**config.mk**
```make
export PLATFORM = sky130hd
export DESIGN_NAME = lcd_init_seq
export DESIGN_NICKNAME = d
export VERILOG_FILES = /design/src/rtl/lcd_init_seq.sv
export SDC_FILE = /design/constraint.sdc
export NUM_CORES = 1
export LEC_CHECK = 0
export BUFFER_PORTS_ARGS = -buffer_cell sky130_fd_sc_hd__buf_2
export CAP_MARGIN = 20
export CORE_ASPECT_RATIO = 0.7
export CORE_MARGIN = 2
export CORE_UTILIZATION = 56
export CTS_BUF_LIST = sky130_fd_sc_hd__clkbuf_8 sky130_fd_sc_hd__clkbuf_16
export CTS_CLUSTER_DIAMETER = 150
export DETAILED_ROUTE_END_ITERATION = 7
export GPL_TIMING_DRIVEN = 0
export PLACE_DENSITY = 0.85
export SYNTH_ARGS = -nofsm -noshare
export SYNTH_HDL_FRONTEND = slang
export SYNTH_SLANG_ARGS = --single-unit
```
**constraint.sdc**
```tcl
create_clock -name sys_clk -period 3.1 [get_ports sys_clk]
set_input_delay 0.465 -clock sys_clk [delete_from_list [all_inputs] [get_ports sys_clk]]
set_output_delay 0.465 -clock sys_clk [all_outputs]
set_load 0.01 [all_outputs]
```
**src/rtl/lcd_init_seq.sv**
```systemverilog
// lcd_init_seq: power-up sequencer for the ST7735R SPI panel.
// Pulses the panel hardware reset, then streams the init command table to
// lcd_write as 9-bit {dc,byte} words, one en_write/wr_done handshake per word.
// It inserts ms delays after SWRESET and SLPOUT, then holds init_done high.
// Optional feature: define LCD_INIT_CLEAR_EN to append a full-screen clear
// (window setup, RAMWR, LCD_W*LCD_H pixels of CLEAR_COLOR) after DISPON.
module lcd_init_seq #(
  parameter int unsigned CNT_1MS     = 50_000,
  parameter int unsigned RST_LOW_MS  = 10,
  parameter int unsigned RST_WAIT_MS = 120,
  parameter int unsigned CMD_WAIT_MS = 120,
  parameter int unsigned LCD_W       = 128,
  parameter int unsigned LCD_H       = 160,
  parameter logic [15:0] CLEAR_COLOR = 16'h0000
) (
  input  logic       sys_clk,
  input  logic       sys_rst_n,
  input  logic       wr_done,
  output logic       en_write,
  output logic [8:0] data,
  output logic       lcd_rst,
  output logic       init_done
);

  localparam int unsigned CLK_W  = (CNT_1MS > 1) ? $clog2(CNT_1MS) : 1;
  localparam int unsigned MS_MAX = (RST_LOW_MS > RST_WAIT_MS)
                                   ? ((RST_LOW_MS > CMD_WAIT_MS) ? RST_LOW_MS : CMD_WAIT_MS)
                                   : ((RST_WAIT_MS > CMD_WAIT_MS) ? RST_WAIT_MS : CMD_WAIT_MS);
  localparam int unsigned MS_W   = (MS_MAX > 1) ? $clog2(MS_MAX) : 1;

  localparam logic [4:0] IDX_DISPON = 5'd6;
`ifdef LCD_INIT_CLEAR_EN
  localparam logic [4:0]  IDX_PIX_HI = 5'd18;
  localparam logic [4:0]  IDX_PIX_LO = 5'd19;
  localparam logic [14:0] PIX_LAST   = 15'(LCD_W * LCD_H - 1);
`endif

  typedef enum logic [2:0] {
    S_RST_LOW,
    S_RST_WAIT,
    S_SEND,
    S_WAIT_DONE,
    S_DELAY,
    S_NEXT,
    S_DONE
  } state_t;

  state_t           state_q, state_d;
  logic [CLK_W-1:0] cnt_clk_q, cnt_clk_d;
  logic [MS_W-1:0]  cnt_ms_q, cnt_ms_d;
  logic [MS_W-1:0]  ms_target;
  logic             timed, tick, ms_done;
  logic [4:0]       idx_q, idx_d;
  logic [8:0]       data_q, data_d;
`ifdef LCD_INIT_CLEAR_EN
  logic [14:0]      pix_cnt_q, pix_cnt_d;
`endif

  // Word table. Entries 7..17 are the clear window setup; 18/19 are the
  // two bytes of one pixel, replayed by toggling idx between them.
  function automatic logic [8:0] tbl_word(input logic [4:0] i);
    case (i)
      5'd0:    tbl_word = 9'h001;                       // SWRESET
      5'd1:    tbl_word = 9'h011;                       // SLPOUT
      5'd2:    tbl_word = 9'h03A;                       // COLMOD
      5'd3:    tbl_word = 9'h105;                       // 16 bpp
      5'd4:    tbl_word = 9'h036;                       // MADCTL
      5'd5:    tbl_word = 9'h1C8;
      5'd6:    tbl_word = 9'h029;                       // DISPON
      5'd7:    tbl_word = 9'h02A;                       // CASET
      5'd8:    tbl_word = 9'h100;
      5'd9:    tbl_word = 9'h100;
      5'd10:   tbl_word = 9'h100;
      5'd11:   tbl_word = {1'b1, 8'(LCD_W - 1)};
      5'd12:   tbl_word = 9'h02B;                       // RASET
      5'd13:   tbl_word = 9'h100;
      5'd14:   tbl_word = 9'h100;
      5'd15:   tbl_word = 9'h100;
      5'd16:   tbl_word = {1'b1, 8'(LCD_H - 1)};
      5'd17:   tbl_word = 9'h02C;                       // RAMWR
      5'd18:   tbl_word = {1'b1, CLEAR_COLOR[15:8]};
      5'd19:   tbl_word = {1'b1, CLEAR_COLOR[7:0]};
      default: tbl_word = 9'h000;
    endcase
  endfunction

  // Only SWRESET and SLPOUT need the settle delay afterwards.
  function automatic logic tbl_delay(input logic [4:0] i);
    tbl_delay = (i == 5'd0) || (i == 5'd1);
  endfunction

  // ms timer decode: counters run only in the three timed states.
  always_comb begin
    timed     = (state_q == S_RST_LOW) || (state_q == S_RST_WAIT) || (state_q == S_DELAY);
    ms_target = MS_W'(CMD_WAIT_MS - 1);
    if (state_q == S_RST_LOW)  ms_target = MS_W'(RST_LOW_MS - 1);
    if (state_q == S_RST_WAIT) ms_target = MS_W'(RST_WAIT_MS - 1);
    tick    = timed && (cnt_clk_q == CLK_W'(CNT_1MS - 1));
    ms_done = tick && (cnt_ms_q == ms_target);
  end

  // Next-state, table index, pixel counter, counters and data word.
  always_comb begin
    state_d   = state_q;
    idx_d     = idx_q;
    cnt_clk_d = cnt_clk_q;
    cnt_ms_d  = cnt_ms_q;
    data_d    = data_q;
`ifdef LCD_INIT_CLEAR_EN
    pix_cnt_d = pix_cnt_q;
`endif

    case (state_q)
      S_RST_LOW:   if (ms_done) state_d = S_RST_WAIT;
      S_RST_WAIT:  if (ms_done) state_d = S_SEND;
      S_SEND:      state_d = S_WAIT_DONE;
      S_WAIT_DONE: if (wr_done) state_d = tbl_delay(idx_q) ? S_DELAY : S_NEXT;
      S_DELAY:     if (ms_done) state_d = S_NEXT;
      S_NEXT: begin
        state_d = S_SEND;
        idx_d   = idx_q + 5'd1;
`ifdef LCD_INIT_CLEAR_EN
        // After the low byte, go back to the high byte or finish the frame.
        if (idx_q == IDX_PIX_LO) begin
          idx_d = IDX_PIX_HI;
          if (pix_cnt_q == PIX_LAST) begin
            pix_cnt_d = '0;
            state_d   = S_DONE;
          end else begin
            pix_cnt_d = pix_cnt_q + 15'd1;
          end
        end
`else
        if (idx_q == IDX_DISPON) state_d = S_DONE;
`endif
      end
      S_DONE:      state_d = S_DONE;
      default:     state_d = S_RST_LOW;
    endcase

    if (state_d != state_q) begin
      cnt_clk_d = '0;
      cnt_ms_d  = '0;
    end else if (timed) begin
      if (tick) begin
        cnt_clk_d = '0;
        cnt_ms_d  = cnt_ms_q + 1'b1;
      end else begin
        cnt_clk_d = cnt_clk_q + 1'b1;
      end
    end

    if (state_d == S_SEND) data_d = tbl_word(idx_d);
  end

  // State and datapath registers; reset aborts any sequence in progress.
  always_ff @(posedge sys_clk or negedge sys_rst_n) begin
    if (!sys_rst_n) begin
      state_q   <= S_RST_LOW;
      idx_q     <= '0;
      cnt_clk_q <= '0;
      cnt_ms_q  <= '0;
      data_q    <= '0;
`ifdef LCD_INIT_CLEAR_EN
      pix_cnt_q <= '0;
`endif
    end else begin
      state_q   <= state_d;
      idx_q     <= idx_d;
      cnt_clk_q <= cnt_clk_d;
      cnt_ms_q  <= cnt_ms_d;
      data_q    <= data_d;
`ifdef LCD_INIT_CLEAR_EN
      pix_cnt_q <= pix_cnt_d;
`endif
    end
  end

  assign en_write  = (state_q == S_SEND);
  assign lcd_rst   = (state_q != S_RST_LOW);
  assign init_done = (state_q == S_DONE);
  assign data      = data_q;

endmodule
```
---- Word level (Yosys, flattened, before mapping) ----
Memories as Yosys holds them, arrays and structs flattened. A register that Yosys moved wholly into a read port is not among the register bits.
Index checks and enable logic that the tools add are counted.
storage, ports and cells
  memories ................................ 1
  input port bits ......................... 3
  memory bits (read-only) ................. 288
  output and inout bits ................... 12
  bits in registers ....................... 31
  logic and storage cells ................. 48
cells by class
  $add $sub $neg .......................... 3
  equal/unequal tests ..................... 12
  reductions and logical operators ........ 12
  mux-type cells .......................... 16
memory list
  name              depth  bits a word  rd ports  clocked after memory_dff  wr ports  line  RTL
  (name not given)  32     9            1         1                         0         62    case (i)
operators by type and width
  operator                 number
  $mux W16                 3
  $mux W7                  5
  $pmux W3 S7              1
  $add A16 B1 Y16 const B  1
  $eq A16 B16 Y1 const B   1
  $mux W3                  5
  $eq A3 B2 Y1 const B     3
  $eq A3 B3 Y1 const B     3
  $add A7 B1 Y7 const B    1
  $eq A7 B7 Y1             1
  $add A5 B1 Y5 const B    1
  $eq A5 B1 Y1 const B     1
  $eq A5 B3 Y1 const B     1
  $logic_not A5 Y1         1
  $mux W5                  1
  $reduce_bool A2 Y1       2
  $eq A3 B1 Y1 const B     1
  $logic_not A3 Y1         1
  $logic_or A1 B1 Y1       3
  $ne A3 B3 Y1             1
  $reduce_bool A3 Y1       1
  $logic_and A1 B1 Y1      2
  $reduce_and A2 Y1        1
  $logic_not A1 Y1         1
  $mux W1                  1

---- Depth between registers and ports, before layout ----
Gate-level depths: netlist (run 1).
  word-level depth ........................ 10
  mapped depth ............................ 12
  gate-level depth less buffers ........... 11

---- Worst setup path before layout (run 1) ----
No wires, ideal clock.
  kind .................................... register to register
  start ................................... reg state_q[0]
  end ..................................... reg data_q[0] (netlist: data[0])
  setup time .............................. 128 ps
  path buffers ............................ 1
  arrival time ............................ 2579 ps
  period minus slack after synthesis ...... 2707 ps
  slack ................................... 393 ps
  required time ........................... 2972 ps
  stages on the path, launching flop included .. 13
  path through ............................ dfrtp_1 buf_4 inv_2 or3_4 xnor2_1 inv_1 ha_1 nand2b_1 nor2_1 a31oi_1 nand3_1 a31o_2 mux2_1
between the ends
  elaborated cells between the ends (all ways) .. 21
  classes of those cells .................. eq/ne (8); mux (8); reduce/logical (5)
RTL lines
  item                    line  RTL
  from (decl)             48    state_t state_q, state_d;
  from (signal assigned)  168   state_q <= state_d;
  $eq A3 B3 Y1            113   case (state_q)
  $mux W5                 113
  named net idx_d[0]      53    logic [4:0] idx_q, idx_d;
  to (decl)               54    logic [8:0] data_q, data_d;
The timed path passes the listed nets, and every way through them passes these cells.
A chain may end at the register's enable or synchronous reset.

---- Worst setup path in the final report (run 1) ----
Ends and elaborated chain as after synthesis.

==> impl_metrics.json, run 1 <==
{
  "grt_start_max_net_pins": 41,
  "cts-root-buf": "clkbuf_8",
  "cts_max_path_buffers": 2,
  "ir_drop_uv": 289,
  "synthMuxAreaShare": 0.0713,
  "start_kind": "register",
  "final_area_um2": 3080,
  "area_growth_pct": 10.2,
  "pin_count": 15,
  "cp.arrival_ns": 3.12,
  "routed_via_density": 6.08,
  "period_share": 0.950,
  "crit_fanout": 10,
  "clk-insertion-delay-late_ns": 0.29,
  "synth_top_family_by_area": "simple AND/OR/NAND/NOR gates",
  "slew_viol_final": 0,
  "yosys_most_used_dff": "dfrtp_1",
  "r2r-start": "state_q[0]",
  "cts_tree": "yes",
  "crit_slowest_cell": "dfrtp_2",
  "synth_xor_area_frac": 0.0775,
  "utilization": 0.643,
  "critical_path.cell_chain": "buf_4 -> inv_2 -> or3_4 -> xnor2_4 -> inv_1 -> ha_2 -> nand2_1 -> a2111oi_0 -> a31oi_1 -> nand3_1 -> a31o_2 -> mux2_1",
  "wire_per_inst_um": 16.8,
  "synth_compound_area_frac": 0.147,
  "rows": 21,
  "final_cells": 392,
  "synth_nets": 315,
  "ys_seq_elements": 40,
  "max_freq_ghz": 0.340,
  "cp.required_ns": 3.28,
  "portBuffers": 14,
  "synth_area_um2": 2790,
  "fillers": 416,
  "antenna_found_initial": 0,
  "async_flop_share": 1.00,
  "p_leak_uw": 0.00135,
  "drcViolationCount": 0,
  "firstDrtPassIters": 5,
  "first_iter_violations": 224,
  "vias": 2385,
  "syn_area_per_cell_um2": 9.30,
  "final_nets": 337,
  "h-tree-depth": 2,
  "dieArea_um2": 5570,
  "setup_viol": 0,
  "crit_start": "state_q[0]",
  "p_per_area_nw_per_um2": 286,
  "grt-ovfl-total": 0,
  "hold_class": "input port to asynchronous set/reset pin",
  "relSlewSlack": 0.401,
  "grt_pass1_vias": 2214,
  "syn_inst": 300,
  "fin_crit_ns": 2.94,
  "fin_setup_tns_ns": 0,
  "cts_buffers": 5,
  "rsz0062_at_grt": "false",
  "core_um2": 4780,
  "die_height_um": 63.1,
  "status": "complete, no violations",
  "wirelength_um": 6570,
  "skew_ns": 0.00468,
  "grt_first_pass_wirelength_um": 11000,
  "seq_area_um2": 1000,
  "end_kind": "register",
  "dpl_cell_area_um2": 2950,
  "hold_viol": 0,
  "clk_pin_slew_ns": 0.08,
  "synthAdderAreaFrac": 0.0538,
  "grt.total_usage": 0.251,
  "cpPeakStageDelay_ns": 0.43,
  "post-place-cells": 383,
  "final_layout_size_suffix_gt1_frac": 0.173,
  "clock-sinks": 40,
  "synthSimpleGateAreaFrac": 0.245,
  "yosysWarnings": 0,
  "synth_edf_count": 0,
  "path_class": "register to register",
  "ant_nets": 0,
  "cts_hold_buf": 0,
  "post-dp-hpwl_um": 4740,
  "fp.dieW_um": 88.4,
  "ys_seq_area_frac": 0.359,
  "gp_congestion": 0.951,
  "antenna-diode-count": 0,
  "worstMarginPinSlew_ns": 0.899,
  "start_util": 0.584,
  "drv_cap": 0,
  "multi_input_area_um2": 1690,
  "synth_cell_types": 60
}
-- flip-flops by register name, indices dropped and copies added, names as in the netlist --
| signal | count |
|---|---|
| cnt_clk_q | 16 |
| data | 9 |
| cnt_ms_q | 7 |
| idx_q | 5 |
| state_q | 3 |
-- report_power, final --
group / total [uW] / switching, uW / internal (uW)
registers: 521 / 0 / 521
clock network: 347 / 190 / 157
logic: 12.6 / 11.2 / 1.33
total: 881 / 201 / 679
-- cell usage after synthesis (2+ instances only) --
master      n  area [um2]
a2111oi_0   2        17.5
a21o_1      2        15.0
a21oi_1    15        75.1
a311oi_1    4        35.0
a31oi_1    11        68.8
and2_1      4        25.0
and3_1      3        18.8
and4_1      3        26.3
and4b_1     2        20.0
buf_2       5        25.0
clkbuf_1    6        22.5
dfrtp_1    40        1000
ha_1       12         150
inv_1      14        52.6
inv_2       2        7.51
mux2_1      7        78.8
mux2i_1     6        60.1
nand2_1    20        75.1
nand2b_1    4        25.0
nand3_1    11        55.1
nand3b_1    2        15.0
nand4_1     7        43.8
nor2_1     31         116
nor3_1      9        45.0
nor3_2      3        30.0
nor4_1      2        12.5
o2111ai_1   2        17.5
o211ai_1    8        60.1
o21ai_0     8        40.0
or3_1       5        31.3
xnor2_1    14         123
xnor2_2     2        32.5
xor2_1      7        61.3
-- metal layers --
metal	track usage	share of wire
met4	0.0625	0.011
met1	0.387	0.48
met5	0	0
met3	0.0564	0.070
met2	0.355	0.44
-- worst max-delay path, delay by kind of cell (launching register included) --
kind	cells	cell delay, ns
compound gates	3	0.50
xor+xnor	1	0.24
fa+ha+maj	1	0.24
buf+inv	3	0.39
flops	1	0.43
mux	1	0.27
simple gates	3	0.76
-- cells by family after synthesis --
| kind of cell | after synthesis |
|---|---|
| adders and majority gates | 12 |
| and+or+nand+nor | 120 |
| muxes | 16 |
| DFF | 40 |
| AOI/OAI and AO/OA | 59 |
| buffers and inverters | 30 |
| xor gates and xnor gates | 23 |
-- area by class of cell --
type,instances,share of cell area
multi-input combinational,230,0.549
clock inverter,3,0.00610
clock buffer,5,0.0224
timing repair buffer,16,0.0277
tap,69,0.0281
buffer,12,0.0203
sequential,40,0.326
inverter,17,0.0207
-- final timing paths --
kind,end,slack (ns),cells past startpoint
max in group asynchronous,state_q[0],2.21,1
min in group sys_clk,data[8],0.49,1
min,state_q[0],0.28,1
max reg2reg,data[0],0.16,12
min reg2reg,data[8],0.49,1
max,data[0],0.16,12
-- cells in the final DEF, fill, tap and decap left out, drive strengths merged, types with 2 or more instances in the layout --
cell type	Yosys	routed
dfrtp	40	40
nor2	33	33
buf	7	23
nand2	20	20
inv	16	16
xnor2	16	16
a21oi	15	15
nand3	12	12
ha	12	12
nor3	12	12
a31oi	11	11
clkbuf	6	10
o211ai	8	8
o21ai	8	8
mux2	8	8
nand4	7	7
xor2	7	7
mux2i	7	7
or3	6	6
and2	4	4
a311oi	4	4
and4	4	4
nand2b	4	4
clkinv	1	4
and3	3	3
o2111ai	3	3
a21o	2	2
and4b	2	2
a2111oi	2	2
nor4	2	2
nand3b	2	2
nor4b	2	2
nand4b	2	2
-- stage by stage --
stage | setup slack [ns] | hold WS (ns) | total power (uW)
after floorplan | 0.393 | 0.169 | 533
after global placement | -0.0593 | 0.468 | 545
after detailed placement | -0.153 | 0.480 | 545
after CTS | 0.0515 | 0.326 | 886
after global routing | 0.000282 | 0.362 | 921
final | 0.156 | 0.285 | 881
-- what timing repair did --
action / in CTS / in global routing
setup endpoints to repair: 2 / 4
hold endpoints to repair: 0 / 0
resized for setup: 2 / 3
setup buffers: 2 / 0
Power figures use the tool's default switching activity.
==> inputs of run 2 (changes only) <==
Settings changed: BUFFER_PORTS_ARGS -buffer_cell sky130_fd_sc_hd__buf_2 to not set, DONT_BUFFER_PORTS set to 1, PLACE_DENSITY 0.85 to 0.82.
==> run 2 against run 1 <==
Clock power is 6.1% higher. Clock skew about the same. Critical path type unchanged. Final area fell by 0.89%. Wire length down 0.49%. First-iteration DRC count increased by 21%. Combinational power is 6% higher. Largest power group unchanged. Via count down 1.0%.
==> impl_metrics.json, run 2 (synthesized netlist as in run 1, its figures left out) <==
{
  "area_growth_pct": 9.23,
  "h-tree-depth": 2,
  "grt_pass1_vias": 2204,
  "die_height_um": 63.1,
  "pin_count": 15,
  "grt-ovfl-total": 0,
  "crit_fanout": 10,
  "cp_top_family": "simple AND/OR/NAND/NOR gates",
  "setup_viol": 0,
  "max_freq_ghz": 0.334,
  "path_buf_inv": 3,
  "cp.required_ns": 3.28,
  "hold_class": "input port to asynchronous set/reset pin",
  "cp.arrival_ns": 3.17,
  "post-dp-hpwl_um": 4560,
  "crit_slowest_cell": "dfrtp_2",
  "cpPeakStageDelay_ns": 0.43,
  "grt_start_max_net_pins": 41,
  "ir_drop_uv": 238,
  "critical_path.cell_chain": "buf_4 -> inv_2 -> or3_4 -> xnor2_4 -> inv_1 -> ha_2 -> nand2_2 -> a2111oi_2 -> a31oi_1 -> nand3_1 -> a31o_2 -> mux2_1",
  "cts_tree": "yes",
  "utilization": 0.638,
  "start_util": 0.584,
  "final_layout_size_suffix_gt1_frac": 0.145,
  "seq_area_um2": 1000,
  "largest_register_ffs": 16,
  "final_nets": 325,
  "wirelength_um": 6540,
  "grt_first_pass_wirelength_um": 10900,
  "hold_viol": 0,
  "rsz0062_at_grt": "false",
  "fin_crit_ns": 2.99,
  "status": "complete, no violations",
  "p_per_area_nw_per_um2": 296,
  "cts-root-buf": "clkbuf_8",
  "final_cell_mix": "dfrtp_1 (39), nor2_1 (31), nand2_1 (19), inv_1 (15), a21oi_1 (15)",
  "dieArea_um2": 5570,
  "antenna_found_initial": 0,
  "fin_setup_tns_ns": 0,
  "skew_ns": 0.00434,
  "final_area_um2": 3050,
  "rows": 21,
  "worstMarginPinSlew_ns": 0.628,
  "fillers": 406,
  "fp.dieW_um": 88.4,
  "drv_cap": 0,
  "core_um2": 4780,
  "slew_viol_final": 0,
  "clock-sinks": 40,
  "vias": 2360,
  "p_leak_uw": 0.00129,
  "period_share": 0.965,
  "clk_pin_slew_ns": 0.08,
  "multi_input_area_um2": 1700,
  "end_kind": "register",
  "antenna-diode-count": 0,
  "regMostFlops": "cnt_clk_q",
  "ant_nets": 0,
  "start_kind": "register",
  "portBuffers": 0,
  "whs_ns": 0.00428,
  "mostFrequentLayoutCell": "dfrtp_1",
  "gp_congestion": 0.947,
  "first_iter_violations": 271,
  "cts_buffers": 5,
  "clk-insertion-delay-late_ns": 0.30,
  "firstDrtPassIters": 5,
  "cts_max_path_buffers": 2,
  "relSlewSlack": 0.581,
  "routed_via_density": 6.21,
  "dpl_cell_area_um2": 2880,
  "path_class": "register to register",
  "wire_per_inst_um": 17.2,
  "grt.total_usage": 0.250,
  "drcViolationCount": 0
}
[run 2: cell count changes in the layout (fill, tap and decap cells not counted)]
cell / before / now
buf_4: 3 / 4
clkinv_4: 1 / 0
clkinvlp_4: 0 / 1
clkbuf_8: 5 / 6
inv_1: 14 / 15
a2111oi_0: 2 / 1
nand2_2: 0 / 1
buf_12: 0 / 1
clkinv_2: 2 / 0
nand2_1: 20 / 19
a2111oi_2: 0 / 1
buf_2: 19 / 5
[run 2: repair_timing]
item | CTS | global route
hold buffers | 1 | 0
setup endpoints to repair | 2 | 5
endpoints found under the hold margin | 40 | 0
resized for setup | 2 | 6
buffers inserted | 0 | 3
pin swaps | 0 | 0
[run 2: metal layers]
layer  GRT usage  vias up  share of wire
met2       0.327      115           0.41
met4      0.0644        0         0.0090
met3      0.0616        5          0.094
li1            -     1109              -
met1       0.405     1131           0.48
met5           0        -              0
[run 2: where the power goes]
group          switching, uW  total (uW)  internal [uW]
Clock                    190         368            178
Combinational           10.2        13.3           3.15
Sequential                 0         521            521
Total                    201         903            702
[run 2: final timing paths]
kind / start / end / slack, ns / cells after the start
max: state_q[0] / data[0] / 0.11 / 12
min: sys_rst_n / cnt_ms_q[6] / 0.004 / 1
max reg2reg: state_q[0] / data[0] / 0.11 / 12
min reg2reg: data[7] / data[7] / 0.57 / 1
max in group asynchronous: sys_rst_n / state_q[0] / 2.89 / 1
min in group sys_clk: wr_done / state_q[2] / 0.46 / 2
[run 2: per-stage QoR]
stage / worst slack [ns] / power [uW] / std cells
finish: 0.109 / 903 / 380
global route: 0.0147 / 938 / 380
CTS: 0.0595 / 910 / 378
detailed placement: -0.197 / 533 / 369
global placement: -0.0712 / 533 / 369
floorplan: 0.393 / 533 / 300
[run 2: layout make-up]
cell class | instances | area share
clock inverter | 2 | 0.00369
clock buffer | 6 | 0.0271
buffer | 12 | 0.0205
tap | 69 | 0.0283
multi-input combinational | 230 | 0.557
timing repair buffer | 4 | 0.0140
inverter | 17 | 0.0209
sequential | 40 | 0.329
